==> src/rtl/blackjack_pkg.sv <==
// Shared blackjack definitions: command encoding, turn FSM states,
// hand arithmetic constants and the debug view of the turn sequencer.
`ifndef GAME_COMMAND_DEFS
`define GAME_COMMAND_DEFS
`define gameCommand logic [1:0]
`define GC_NONE  2'd0
`define GC_HIT   2'd1
`define GC_STAND 2'd2
`endif

package blackjack_pkg;

  typedef enum logic [2:0] {
    IDLE        = 3'd0,
    DEAL_REQ    = 3'd1,
    DEAL_EVAL   = 3'd2,
    PLAYER_WAIT = 3'd3,
    HIT_REQ     = 3'd4,
    HIT_EVAL    = 3'd5,
    DONE        = 3'd6
  } state_t;

  // Hard total ceiling, point value of tens/faces, soft-ace bonus and the
  // largest hard total that can still take the bonus without busting.
  localparam logic [4:0] HARD_MAX    = 5'd31;
  localparam logic [4:0] FACE_POINTS = 5'd10;
  localparam logic [4:0] ACE_BONUS   = 5'd10;
  localparam logic [4:0] SOFT_LIMIT  = 5'd11;

  // Internal view of the sequencer for observation.
  typedef struct packed {
    state_t     state;
    logic       armed;
    logic       ace;
    logic [4:0] hard;
  } dbg_t;

  // Card points: pips count face value, 10/J/Q/K count ten, ace counts one.
  function automatic logic [4:0] card_points(input logic [3:0] rank);
    return (rank > 4'd10) ? FACE_POINTS : {1'b0, rank};
  endfunction

endpackage

==> src/rtl/turn_sequencer_if.sv <==
// Player/card-source bus of the turn sequencer.
// Handshake: the card source may hold i_cardValid at any time; a card moves
// only on a rising edge where o_cardRequest=1, i_cardValid=1 and
// i_cardValue!=0, after which o_cardRequest drops. A player command moves on
// an edge where o_turnIndicator=1 and i_ready=1, but only after i_ready has
// been seen low during the current wait, so a held button acts once.
interface turn_sequencer_if;
  logic              i_dealButtonPushed;
  logic              i_ready;
  `gameCommand       i_command;
  logic              i_cardValid;
  logic [3:0]        i_cardValue;
  logic              o_turnIndicator;
  logic              o_cardRequest;
  logic [4:0]        o_handTotal;
  logic [2:0]        o_cardCount;
  logic              o_bust;
  logic              o_turnDone;

  modport master (
    output i_dealButtonPushed, i_ready, i_command, i_cardValid, i_cardValue,
    input  o_turnIndicator, o_cardRequest, o_handTotal, o_cardCount, o_bust, o_turnDone
  );

  modport slave (
    input  i_dealButtonPushed, i_ready, i_command, i_cardValid, i_cardValue,
    output o_turnIndicator, o_cardRequest, o_handTotal, o_cardCount, o_bust, o_turnDone
  );
endinterface

==> src/rtl/hand_accumulator.sv <==
// Hand arithmetic: saturating hard total, ace flag, card count and the best
// total (one ace promoted to eleven when that does not bust).
module hand_accumulator
  import blackjack_pkg::*;
(
  input  logic       i_clk,
  input  logic       i_rst_n,
  input  logic       i_clear,
  input  logic       i_add,
  input  logic [3:0] i_rank,
  output logic [4:0] o_hard,
  output logic       o_ace,
  output logic [4:0] o_best,
  output logic [2:0] o_count
);

  logic [4:0] r_hard;
  logic       r_ace;
  logic [2:0] r_count;
  logic [5:0] w_sum;

  assign w_sum = {1'b0, r_hard} + {1'b0, card_points(i_rank)};

  // Clear on a new deal, otherwise fold in each accepted card.
  always_ff @(posedge i_clk or negedge i_rst_n) begin
    if (!i_rst_n) begin
      r_hard  <= '0;
      r_ace   <= 1'b0;
      r_count <= '0;
    end else if (i_clear) begin
      r_hard  <= '0;
      r_ace   <= 1'b0;
      r_count <= '0;
    end else if (i_add) begin
      r_hard <= (w_sum > {1'b0, HARD_MAX}) ? HARD_MAX : w_sum[4:0];
      if (i_rank == 4'd1) r_ace <= 1'b1;
      if (r_count != 3'd7) r_count <= r_count + 3'd1;
    end
  end

  // Best total: promote one ace when the hard total leaves room for it.
  always_comb begin
    o_best = r_hard;
    if (r_ace && (r_hard <= SOFT_LIMIT)) o_best = r_hard + ACE_BONUS;
  end

  assign o_hard  = r_hard;
  assign o_ace   = r_ace;
  assign o_count = r_count;

endmodule

==> src/rtl/turn_sequencer.sv <==
// One player's blackjack turn: deals two cards, takes HIT/STAND commands
// from a debounced button, requests cards and ends on bust, target total,
// card limit or stand.
module turn_sequencer
  import blackjack_pkg::*;
#(
  parameter int BUST_LIMIT = 21,
  parameter int MAX_CARDS  = 5
) (
  input  logic               i_clk,
  input  logic               i_rst_n,
  turn_sequencer_if.slave    bus,
  output dbg_t               o_dbg
);

  state_t     r_state;
  state_t     w_next;
  logic       r_armed;
  logic       w_deal;
  logic       w_accept;
  logic       w_cmd_take;
  logic       w_end;
  logic       w_bust;
  logic [4:0] w_hard;
  logic       w_ace;
  logic [4:0] w_best;
  logic [2:0] w_count;

  assign w_deal     = ((r_state == IDLE) || (r_state == DONE)) && bus.i_dealButtonPushed;
  assign w_accept   = ((r_state == DEAL_REQ) || (r_state == HIT_REQ)) &&
                      bus.i_cardValid && (bus.i_cardValue != 4'd0);
  assign w_cmd_take = (r_state == PLAYER_WAIT) && r_armed && bus.i_ready;
  assign w_bust     = (w_hard > 5'(BUST_LIMIT));
  assign w_end      = w_bust || (w_best == 5'(BUST_LIMIT)) || (w_count == 3'(MAX_CARDS));

  hand_accumulator u_hand (
    .i_clk   (i_clk),
    .i_rst_n (i_rst_n),
    .i_clear (w_deal),
    .i_add   (w_accept),
    .i_rank  (bus.i_cardValue),
    .o_hard  (w_hard),
    .o_ace   (w_ace),
    .o_best  (w_best),
    .o_count (w_count)
  );

  // State register.
  always_ff @(posedge i_clk or negedge i_rst_n) begin
    if (!i_rst_n) r_state <= IDLE;
    else          r_state <= w_next;
  end

  // Next-state: deal, card handshakes, evaluation and player commands.
  always_comb begin
    w_next = r_state;
    case (r_state)
      IDLE, DONE: if (w_deal) w_next = DEAL_REQ;
      DEAL_REQ:   if (w_accept) w_next = DEAL_EVAL;
      DEAL_EVAL: begin
        if (w_count < 3'd2) w_next = DEAL_REQ;
        else if (w_end)     w_next = DONE;
        else                w_next = PLAYER_WAIT;
      end
      PLAYER_WAIT: begin
        if (w_cmd_take) begin
          if (bus.i_command == `GC_HIT)        w_next = HIT_REQ;
          else if (bus.i_command == `GC_STAND) w_next = DONE;
        end
      end
      HIT_REQ:  if (w_accept) w_next = HIT_EVAL;
      HIT_EVAL: w_next = w_end ? DONE : PLAYER_WAIT;
      default:  w_next = IDLE;
    endcase
  end

  // Armed flag: cleared on entering the wait, set once the button is seen released.
  always_ff @(posedge i_clk or negedge i_rst_n) begin
    if (!i_rst_n)
      r_armed <= 1'b0;
    else if ((r_state != PLAYER_WAIT) && (w_next == PLAYER_WAIT))
      r_armed <= 1'b0;
    else if ((r_state == PLAYER_WAIT) && !bus.i_ready)
      r_armed <= 1'b1;
  end

  // Outputs decoded from state and the hand registers.
  always_comb begin
    bus.o_turnIndicator = (r_state == PLAYER_WAIT);
    bus.o_cardRequest   = (r_state == DEAL_REQ) || (r_state == HIT_REQ);
    bus.o_turnDone      = (r_state == DONE);
    bus.o_handTotal     = w_best;
    bus.o_cardCount     = w_count;
    bus.o_bust          = w_bust;
    o_dbg.state         = r_state;
    o_dbg.armed         = r_armed;
    o_dbg.ace           = w_ace;
    o_dbg.hard          = w_hard;
  end

endmodule

==> src/flat_wrapper.sv <==
// flat-port wrapper written by rule: the top's interface ports become plain ports
module turn_sequencer_flat import blackjack_pkg::*;
#(
  parameter int BUST_LIMIT = 21,
  parameter int MAX_CARDS  = 5
)
  (i_clk, i_rst_n, o_dbg, bus_i_dealButtonPushed, bus_i_ready, bus_i_command, bus_i_cardValid, bus_i_cardValue, bus_o_turnIndicator, bus_o_cardRequest, bus_o_handTotal, bus_o_cardCount, bus_o_bust, bus_o_turnDone);
  turn_sequencer_if bus_i ();
  input  logic i_clk;
  input  logic i_rst_n;
  output dbg_t o_dbg;
  input wire logic [$bits(bus_i.i_dealButtonPushed)-1:0] bus_i_dealButtonPushed;
  input wire logic [$bits(bus_i.i_ready)-1:0] bus_i_ready;
  input wire logic [$bits(bus_i.i_command)-1:0] bus_i_command;
  input wire logic [$bits(bus_i.i_cardValid)-1:0] bus_i_cardValid;
  input wire logic [$bits(bus_i.i_cardValue)-1:0] bus_i_cardValue;
  output wire logic [$bits(bus_i.o_turnIndicator)-1:0] bus_o_turnIndicator;
  output wire logic [$bits(bus_i.o_cardRequest)-1:0] bus_o_cardRequest;
  output wire logic [$bits(bus_i.o_handTotal)-1:0] bus_o_handTotal;
  output wire logic [$bits(bus_i.o_cardCount)-1:0] bus_o_cardCount;
  output wire logic [$bits(bus_i.o_bust)-1:0] bus_o_bust;
  output wire logic [$bits(bus_i.o_turnDone)-1:0] bus_o_turnDone;
  assign bus_i.i_dealButtonPushed = bus_i_dealButtonPushed;
  assign bus_i.i_ready = bus_i_ready;
  assign bus_i.i_command = bus_i_command;
  assign bus_i.i_cardValid = bus_i_cardValid;
  assign bus_i.i_cardValue = bus_i_cardValue;
  assign bus_o_turnIndicator = bus_i.o_turnIndicator;
  assign bus_o_cardRequest = bus_i.o_cardRequest;
  assign bus_o_handTotal = bus_i.o_handTotal;
  assign bus_o_cardCount = bus_i.o_cardCount;
  assign bus_o_bust = bus_i.o_bust;
  assign bus_o_turnDone = bus_i.o_turnDone;
  turn_sequencer #(.BUST_LIMIT(BUST_LIMIT), .MAX_CARDS(MAX_CARDS)) u_core (.i_clk(i_clk), .i_rst_n(i_rst_n), .bus(bus_i), .o_dbg(o_dbg));
endmodule
==> config.mk <==
export PLATFORM = sky130hd
export DESIGN_NAME = turn_sequencer_flat
export DESIGN_NICKNAME = d
export VERILOG_FILES = /design/src/rtl/blackjack_pkg.sv /design/src/rtl/turn_sequencer_if.sv /design/src/rtl/hand_accumulator.sv /design/src/rtl/turn_sequencer.sv /design/src/flat_wrapper.sv
export SDC_FILE = /design/constraint.sdc
export NUM_CORES = 1
export LEC_CHECK = 0
export CAP_MARGIN = 20
export CORE_MARGIN = 3
export CORE_UTILIZATION = 25
export CTS_CLUSTER_SIZE = 24
export DETAILED_ROUTE_END_ITERATION = 16
export GPL_TIMING_DRIVEN = 1
export SYNTH_ARGS = -nofsm -noshare
export SYNTH_HDL_FRONTEND = slang
export SYNTH_HIERARCHICAL = 1
export SYNTH_SLANG_ARGS = --single-unit
==> constraint.sdc <==
create_clock -name i_clk -period 2.3 [get_ports i_clk]
set_input_delay 0.575 -clock i_clk [delete_from_list [all_inputs] [get_ports i_clk]]
set_output_delay 0.575 -clock i_clk [all_outputs]
set_load 0.01 [all_outputs]
==> summary.md <==
### Run status
* **result of the run** finished, final reports clean

### Route
* **drt wl/cell** 12.5 um
* **vias per inst** 4.87
* **via count of the routed design** 1183
* **detailed-routing iteration count for the pre-antenna-repair pass** 5
* **Routed Antenna Nets** 0
* **drc violations** 0
* **final wirelength** 3050 um
* **Iter 0 DRT Violations** 51

### Synth
* **warning count from the yosys run** 6
* **proportion of synthesized flip-flops having asynchronous set or reset** 100%
* **multiplexer share of the synthesized area** 2.49%
* **fraction of the mapped netlist area in compound gates** 23.4%
* **count of flip-flops with a built-in enable after synthesis** 0
* **predominant post-synthesis flop cell** dfrtp_1
* **main combinational cell family by area after synthesis** simple AND/OR/NAND/NOR gates
* **Net Count, Synth** 158
* **unique cell type count in the Yosys netlist** 49
* **post-synthesis sequential area ratio** 27.0%
* **xor and xnor fraction of the mapped netlist area** 4.37%
* **adder-cell area share of the yosys netlist** 9.98%
* **Yosys reg bits** 13
* **Synth Instances** 138
* **Simple-Gate Fraction of Synth Area** 25.4%
* **synthesized area per cell** 8.72 sq um
* **summed instance area of the synthesized netlist** 0.00120 sq mm

### STA
* **post-route clock period utilization** 95.3%
* **setup repair after global routing missed its margin** true
* **final worst-path setup slack** 0.109 ns
* **relative slew slack** 62.5%
* **worst-case clock skew** 0.00212 ns
* **Tightest Pin Transition** 0.560 ns
* **final hold slack** 0.551 ns
* **crit path time final** 2.19 ns
* **count of final hold-check violations** 0
* **total count of max-transition violations in the final report** 0
* **upper clock frequency limit** 0.456 GHz
* **count of final setup violators** 0

### Min path
* **hold-critical path depth** 1
* **type of the most critical hold path** flop to flop
* **hold path startpoint** u_core/r_armed
* **Hold Crit Endpoint** u_core/r_armed

### Clock network
* **insertion delay to the later sink of the worst-skew pair** 0.24 ns
* **htree depth** 1
* **count of clock tree sinks** 13
* **cell at the root of the clock tree** clkbuf_8
* **clock slew at the register clock pins of the worst setup and hold paths** 0.06 ns
* **CTS Buffer Depth** 2
* **count of hold-fix buffers inserted at cts** 0
* **clock tree from TritonCTS** built
* **Inserted Clock Buffers** 3

### Worst setup path
* **arrival time reported for the critical path endpoint** 1.62 ns
* **number of cells on the worst reg-to-reg path** 10
* **peak fanout along the critical path** 3
* **R2R setup slack** 0.19 ns
* **endpoint required time on the critical path** 1.73 ns
* **CP max stage cell** dfrtp_1
* **kind of end point of the critical path** output port
* **Worst R2R Start** u_core/u_hand/o_hard[1]
* **Slowest Stage Delay on Critical Path** 0.38 ns
* **critical path launch point type** flop
* **WS Path Type** flop to output port
* **cell-by-cell trace of the critical path** ha_1 -> nand4b_1 -> nand3_2 -> nor2_4 -> mux2i_2 -> clkbuf_2
* **R2R Path End** u_core/r_armed

### Floorplan
* **Core Footprint** 0.00450 sq mm
* **Die Area** 0.00568 sq mm
* **die height** 75.4 um
* **die extent in x** 75.4 um
* **count of standard-cell rows** 24
* **Top Ports** 33
* **starting density of the core** 26.7%

### Finish
* **share of cells above drive strength 1** 27.7%
* **area growth from synthesis to layout** 47.7%
* **n_diodes** 0
* **final standard cell area without fillers** 0.00178 sq mm
* **number of nets in the layout** 212

### Power and ir drop
* **leakage dissipation** 0.785 nW
* **combinational cell fraction of total power** 68.4%
* **switching part of the total** 41.8%
* **portion of total power attributed to sequential cells** 21.9%
* **Clock Power Share** 9.7%
* **power density over the cells** 1180 mW/mm^2
* **Internal Dissipation** 1.22 mW
* **NetSw** 0.874 mW
* **worst supply voltage drop on vdd** 0.000458 V

### Placed design
* **HPWL after detailed placement** 2380 um
* **final RePlAce weighted congestion** 0.808
* **setup slack after placement** -0.462 ns
* **port buffer count** 32
* **standard cell area after detailed placement** 0.00171 sq mm

### Job
* **max-capacitance violation count** 0

### GRT
* **largest net degree at the start of global routing** 14
* **total global-route track usage** 11.1%
* **global route overflow** 0
* **via count of the first global-routing pass** 1075
* **global-route wire length before repair** 4860 um
* **number of antenna violations at the first check in global routing** 0

per-layer routing:
| layer | routed length (um) | track usage, % |
|---|---|---|
| met5 | 0 | 0 |
| met4 | 10 | 2.91 |
| met3 | 157 | 1.98 |
| met2 | 1520 | 19.5 |
| met1 | 1360 | 14.0 |
worst max-delay path by stage:
stage / start / end / slack, ns / depth (start not counted)
after floorplan: bus_i_cardValue[2] / u_core/u_hand/o_hard[4] / 0.03 / 9
after global placement: bus_i_cardValue[2] / u_core/u_hand/o_hard[4] / -0.43 / 10
after detailed placement: bus_i_cardValue[2] / u_core/u_hand/o_hard[4] / -0.46 / 10
after CTS: u_core/u_hand/o_hard[2] / bus_o_handTotal[2] / 0.003 / 7
after global routing: u_core/u_hand/o_hard[1] / bus_o_handTotal[1] / -0.01 / 7
final: u_core/u_hand/o_hard[1] / bus_o_handTotal[2] / 0.11 / 6
flip-flops by register name (all words and copies together) (netlist names):
register               count
u_core/u_hand/o_hard       5
u_core/u_hand/o_count      3
u_core/u_hand/o_ace        1
u_core/r_state             3
u_core/r_armed             1
repair_timing:
item                                    in CTS  in global routing
endpoints found under the hold margin        0                  0
pin swaps                                    3                  6
gates resized for setup                     19                 16
endpoints found under the setup margin       8                  8
buffers inserted                             0                  2
cell type report:
type	instances	area (sq um)
timing repair buffer	58	484
multi-input combinational	108	826
clock buffer	4	45.0
sequential	13	328
fill	469	2730
inverter	8	30.0
tap	52	65.1
layout by cell type, fill, tap and decap left out, types with 2 or more instances in the layout:
cell type        netlist  final
buf_4                  4     26
clkdlybuf4s50_1        0     24
nor2_1                14     13
dfrtp_1               13     11
inv_1                  8      7
a21oi_1                7      7
nand2_1                7      7
ha_1                   8      7
clkbuf_2               0      5
a211oi_1               5      5
o21ai_0                5      4
clkbuf_8               0      3
xor2_1                 3      3
nor3b_1                3      3
nand2b_1               3      3
nor2b_1                4      3
a22o_1                 3      3
and3b_1                2      2
xnor2_1                3      2
nand4b_1               2      2
o22ai_1                2      2
nor4b_1                2      2
nand3_1                3      2
a21oi_2                2      2
o21ai_1                1      2
nor3_2                 1      2
and2_1                 2      2
dfrtp_2                0      2
o21bai_1               2      2
a31oi_1                2      2
and2b_1                2      2
mux2i_1                3      2
cells by family (layout without fill, tap and decap cells):
| kind of cell | count (synthesis) | after routing |
|---|---|---|
| buf+inv | 17 | 70 |
| simple gates | 52 | 52 |
| mux | 3 | 3 |
| compound gates | 38 | 38 |
| xor+xnor | 6 | 6 |
| fa+ha+maj | 9 | 9 |
| flops | 13 | 13 |
synthesized netlist by cell type (2+ instances only):
cell	count	area [sq um]
nor4b_1	2	17.5
buf_4	4	30.0
xnor2_1	3	26.3
a31oi_1	2	12.5
nor2b_1	4	25.0
nand2b_1	3	18.8
o21ai_0	5	25.0
inv_1	8	30.0
xor2_1	3	26.3
dfrtp_1	13	325
a22o_1	3	26.3
nand4b_1	2	17.5
a211oi_1	5	37.5
and2_1	2	12.5
o21bai_1	2	15.0
nand3_1	3	15.0
a21oi_2	2	17.5
and2b_1	2	15.0
a21oi_1	7	35.0
mux2i_1	3	30.0
nand2_1	7	26.3
nor3b_1	3	22.5
and3b_1	2	17.5
buf_2	2	10.0
o22ai_1	2	12.5
ha_1	8	100
nor2_1	14	52.6
power groups by stage:
| stage | registers (mW) | clock network, mW | logic, mW |
|---|---|---|---|
| 2_1_floorplan | 0.473 | 0 | 0.770 |
| 3_3_place_gp | 0.458 | 0 | 1.41 |
| 3_5_place_dp | 0.460 | 0 | 1.42 |
| 4_1_cts | 0.461 | 0.209 | 1.43 |
| 5_1_grt | 0.478 | 0.219 | 1.59 |
| 6_report | 0.457 | 0.203 | 1.43 |
metrics by stage:
step,util [%],TNS [ns],power [mW],instances
finish,39.5,0,2.09,243
global route,39.5,-0.0199,2.29,243
CTS,39.4,0,2.10,241
detailed placement,38.0,-2.07,1.88,237
global placement,38.0,-2.09,1.87,237
floorplan,-,0,1.24,138
critical path: cells and delay by family (launching register included):
family / cells / cell delay, ns
simple gates: 3 / 0.39
fa+ha+maj: 1 / 0.19
mux: 1 / 0.25
buf+inv: 1 / 0.17
flops: 1 / 0.38
Power figures use the tool's default switching activity.
